===== src/rtl/seq_detector_param.sv =====
// seq_detector_param: runtime-programmable Mealy serial pattern detector (1..PAT_W bits, overlap/flush modes).
// Define SEQDET_MATCH_COUNT_EN to build the saturating match counter; otherwise match_count is tied to 0.
module seq_detector_param #(
    parameter int               PAT_W     = 8,
    parameter int               CNT_W     = 16,
    parameter logic [PAT_W-1:0] RESET_PAT = PAT_W'(8'b0000_0101),
    parameter int               RESET_LEN = 3,
    parameter bit               RESET_OVL = 1'b1,
    localparam int              LEN_W     = $clog2(PAT_W + 1)
) (
    input  logic             clk,
    input  logic             reset_n,
    input  logic             in_valid,
    input  logic             in_bit,
    input  logic             cfg_load,
    input  logic [PAT_W-1:0] cfg_pattern,
    input  logic [LEN_W-1:0] cfg_len,
    input  logic             cfg_overlap,
    input  logic             cnt_clr,
    output logic             detected,
    output logic             detected_q,
    output logic [CNT_W-1:0] match_count
);
    logic [PAT_W-2:0] hist_q, hist_d;
    logic [LEN_W-1:0] fill_q, fill_d;
    logic [PAT_W-1:0] pat_q, pat_d;
    logic [LEN_W-1:0] len_q, len_d;
    logic             ovl_q, ovl_d;
    logic             det_q;
    logic [PAT_W-1:0] window, mask;
    logic             len_ok, fill_ok;

    always_comb begin
        window  = {hist_q, in_bit};
        mask    = ~({PAT_W{1'b1}} << len_q);
        len_ok  = (len_q != '0) && (len_q <= LEN_W'(PAT_W));
        fill_ok = (fill_q + LEN_W'(1)) >= len_q;
        // Only the low L bits of the window/pattern take part in the compare
        detected = reset_n & in_valid & ~cfg_load & len_ok & fill_ok
                 & (((window ^ pat_q) & mask) == '0);
        hist_d = hist_q;
        fill_d = fill_q;
        pat_d  = pat_q;
        len_d  = len_q;
        ovl_d  = ovl_q;
        if (cfg_load) begin
            pat_d  = cfg_pattern;
            len_d  = cfg_len;
            ovl_d  = cfg_overlap;
            fill_d = '0;
        end else if (in_valid) begin
            hist_d = window[PAT_W-2:0];
            fill_d = (detected && !ovl_q) ? '0
                   : (fill_q == LEN_W'(PAT_W - 1)) ? fill_q : fill_q + LEN_W'(1);
        end
    end

    always_ff @(posedge clk or negedge reset_n) begin
        if (!reset_n) begin
            hist_q <= '0;
            fill_q <= '0;
            pat_q  <= RESET_PAT;
            len_q  <= LEN_W'(RESET_LEN);
            ovl_q  <= RESET_OVL;
            det_q  <= 1'b0;
        end else begin
            hist_q <= hist_d;
            fill_q <= fill_d;
            pat_q  <= pat_d;
            len_q  <= len_d;
            ovl_q  <= ovl_d;
            det_q  <= detected;
        end
    end

    assign detected_q = det_q;

`ifdef SEQDET_MATCH_COUNT_EN
    logic [CNT_W-1:0] cnt_q, cnt_d;

    always_comb
        cnt_d = cnt_clr ? CNT_W'(detected)
              : (detected && cnt_q != '1) ? cnt_q + CNT_W'(1) : cnt_q;

    always_ff @(posedge clk or negedge reset_n) begin
        if (!reset_n) cnt_q <= '0;
        else          cnt_q <= cnt_d;
    end

    assign match_count = cnt_q;
`else
    logic unused_cnt_clr;
    assign unused_cnt_clr = cnt_clr;
    assign match_count    = '0;
`endif
endmodule


===== config.mk =====
export PLATFORM = sky130hd
export DESIGN_NAME = seq_detector_param
export DESIGN_NICKNAME = d
export VERILOG_FILES = /design/src/rtl/seq_detector_param.sv
export SDC_FILE = /design/constraint.sdc
export NUM_CORES = 1
export LEC_CHECK = 0
export CELL_PAD_IN_SITES_DETAIL_PLACEMENT = 1
export CELL_PAD_IN_SITES_GLOBAL_PLACEMENT = 2
export CORE_MARGIN = 2
export CORE_UTILIZATION = 33
export CTS_CLUSTER_SIZE = 40
export DETAILED_ROUTE_END_ITERATION = 10
export PLACE_DENSITY_LB_ADDON = 0.1
export SYNTH_ARGS = -nofsm -noshare
export SYNTH_HDL_FRONTEND = slang
export SYNTH_SLANG_ARGS = --single-unit

===== constraint.sdc =====
create_clock -name clk -period 3.48 [get_ports clk]
set_input_delay 1.044 -clock clk [delete_from_list [all_inputs] [get_ports clk]]
set_output_delay 1.044 -clock clk [all_outputs]
set_load 0.01 [all_outputs]

==> key figures <==
Run status
  – Status: completed

Placed design
  – Number of buffers added on ports: 19
  – Dpl ws: -0.529 ns
  – GP Congestion: 0.734
  – Hpwl dp: 2220 um

Setup path
  – Setup crit end kind: output pin
  – Worst path required time: 2.44 ns
  – Crit path max fanout: 2
  – Crit Path Class: in2out
  – Worst Setup SP: reset_n
  – Crit path arrival time: 2.30 ns
  – Worst setup SP type: input port
  – Reg2Reg Launch Point: fill_q[0]$_DFFE_PN0P_

Yosys
  – Commonest cells in the synthesized netlist: 20 x dfrtp_1, 17 x mux2_2, 16 x buf_4
  – #FFs+latches synth: 25
  – Top-count cell post-synth: dfrtp_1
  – Cells after synthesis: 126
  – Synth top area cells: dfrtp_1 35%, mux2_2 14%, dfstp_2 9.3%
  – Synth top area share: 35.4%
  – Syn. warnings: 0
  – Yosys top cell by area: dfrtp_1
  – Post-synth EDFFs: 0
  – Async set or reset register ratio after synthesis: 100%
  – Main synth FF type: dfrtp_1
  – Syn_area_per_cell: 11.2 um2
  – Post-synth cell types: 31
  – Seq/Total Area, Yosys: 44.7%
  – Cell Area, Synth: 1410 um2

Cells and area
  – Final Core Density: 42.2%
  – Share of cells above drive strength 1: 27.5%
  – Layout area overhead: 21.2%
  – Inserted Diodes: 0
  – Fin nets: 178

Min path
  – Min-delay src: pat_q[4]$_DFFE_PN0P_
  – HP Class: reg2reg

Floorplan
  – I/O Pins: 37
  – Horiz. Die Dim: 69.5 um
  – Initial core utilization: 34.8%
  – Die Y: 69.5 um
  – Die ar.: 4820 um2
  – Num rows: 23
  – Core area: 4060 um2

Clocking
  – H-tree levels: 1
  – Worst skew pair latency: 0.28 ns
  – Setup repair bufs after CTS: 0
  – Number of clock sinks: 25
  – Reg clk slew, reported paths: 0.10 ns
  – Hold-fix buffers at CTS: 0
  – CTS Buf Count: 3
  – Clock Root Buffer: clkbuf_8
  – Clk buf depth: 2
  – CTS tree: built

Pwr
  – Leak Pwr: 0.000757 uW
  – Total power: 768 uW
  – PwrDens: 448 nW/um2
  – Max IR drop VDD: 259 uV

STA
  – Final worst slack: 0.132 ns
  – Fin crit period: 3.35 ns
  – Period utilisation layout: 96.2%
  – Setup Skew: 0.00663 ns
  – Fmax: 299 MHz
  – RSZ-0062 raised after global routing: false
  – Pins Over Slew Limit: 0
  – Setup violators final: 0
  – Hold Violations, Final: 0

Routing
  – WL/cell: 14.2 um
  – Drt initial violations: 10
  – DRC Markers: 0
  – Routed Antenna Nets: 0
  – Vias: 955
  – First-pass DRT Iterations: 2
  – Via density: 4.70
  – Final WL: 2890 um

Global routing
  – Pin count of the biggest net entering global routing: 26
  – Grt total ovfl: 0
  – First-pass GRT wire length: 4970 um
  – Vias in the first global route: 1065
  – Initial antenna violation count: 0
  – Total GRT Usage: 13.0%

Flow run
  – Max-Cap Viols: 0
where the power goes:
group          switching (uW)  leakage, uW  total, uW  internal [uW]
combinational            90.8     0.000432        196            105
sequential               43.3     0.000298        387            343
clock                     102    0.0000261        186           84.0
total                     236     0.000757        768            532
registers in the layout, summed over array words and instances (netlist names):
signal      flops
pat_q           8
hist_q          7
fill_q          4
len_q           4
detected_q      1
ovl_q           1
cell families after synthesis:
kind of cell,count (synthesis),share of synthesized area (%)
other,1,0.265
adder cells (fa/ha/maj),5,4.42
XOR/XNOR,11,6.81
flip-flops,25,44.7
AND/OR/NAND/NOR,19,8.50
AO/OA/AOI/OAI,21,9.91
buffers and inverters,26,11.2
multiplexers,18,14.2
path summary, 6_finish.rpt:
check	end	slack (ns)	depth (start not counted)
setup / recovery	detected	0.13	6
hold / removal	pat_q[4]$_DFFE_PN0P_	0.54	1
setup reg to reg	fill_q[2]$_DFFE_PN0P_	1.19	8
hold reg to reg	pat_q[4]$_DFFE_PN0P_	0.54	1
max in group asynchronous	len_q[1]$_DFFE_PN1P_	2.02	2
min in group asynchronous	detected_q$_DFF_PN0_	1.17	2
routing by layer:
metal,track usage (%),vias to the layer above,routed length [um]
li1,-,463,-
met1,15.9,471,1280
met2,22.4,19,1470
met3,3.63,2,124
met4,3.27,0,14
met5,0,-,0
critical path, stage by stage:
cell	delay (ns)
clkdlybuf4s50_1	0.48
inv_1	0.07
a211oi_2	0.22
o2111ai_2	0.18
nor3_2	0.15
buf_2	0.16
layout by cell type, fill, tap and decap left out, types with 2 or more instances in the layout:
cell,count
a211oi_2,2
a21oi_1,4
buf_4,8
clkbuf_8,3
clkdlybuf4s50_1,18
conb_1,16
dfrtp_1,20
dfstp_2,5
ha_1,5
inv_1,7
mux2_2,17
nand2_1,4
nor2_1,2
nor3_1,3
nor4_1,2
o21a_1,2
o21ai_0,8
xnor2_1,2
xor2_1,9
stage by stage:
stage,setup TNS [ns],instance area [um2],std cells,hold slack [ns]
after floorplan,0,1470,141,0.500
after detailed placement,-0.529,1650,199,0.524
after CTS,0,1710,203,0.549
after global routing,0,1710,203,0.556
after global placement,-0.478,1650,199,0.509
final,0,1710,203,0.543
layout make-up:
cell class                      instances  area [um2]
Inverter                                7        26.3
Sequential cell                        25         632
Fill cell                             449        2340
Clock buffer                            3        41.3
Tap cell                               50        62.6
Timing Repair Buffer                   27         245
Clock inverter                          1        8.76
Multi-Input combinational cell         90         698
what timing repair did:
action,CTS,global route
endpoints found under the hold margin,0,0
endpoints found under the setup margin,1,1
pin swaps,2,1
gates resized for setup,7,0
No activity file was read; power rests on OpenSTA's default activity.
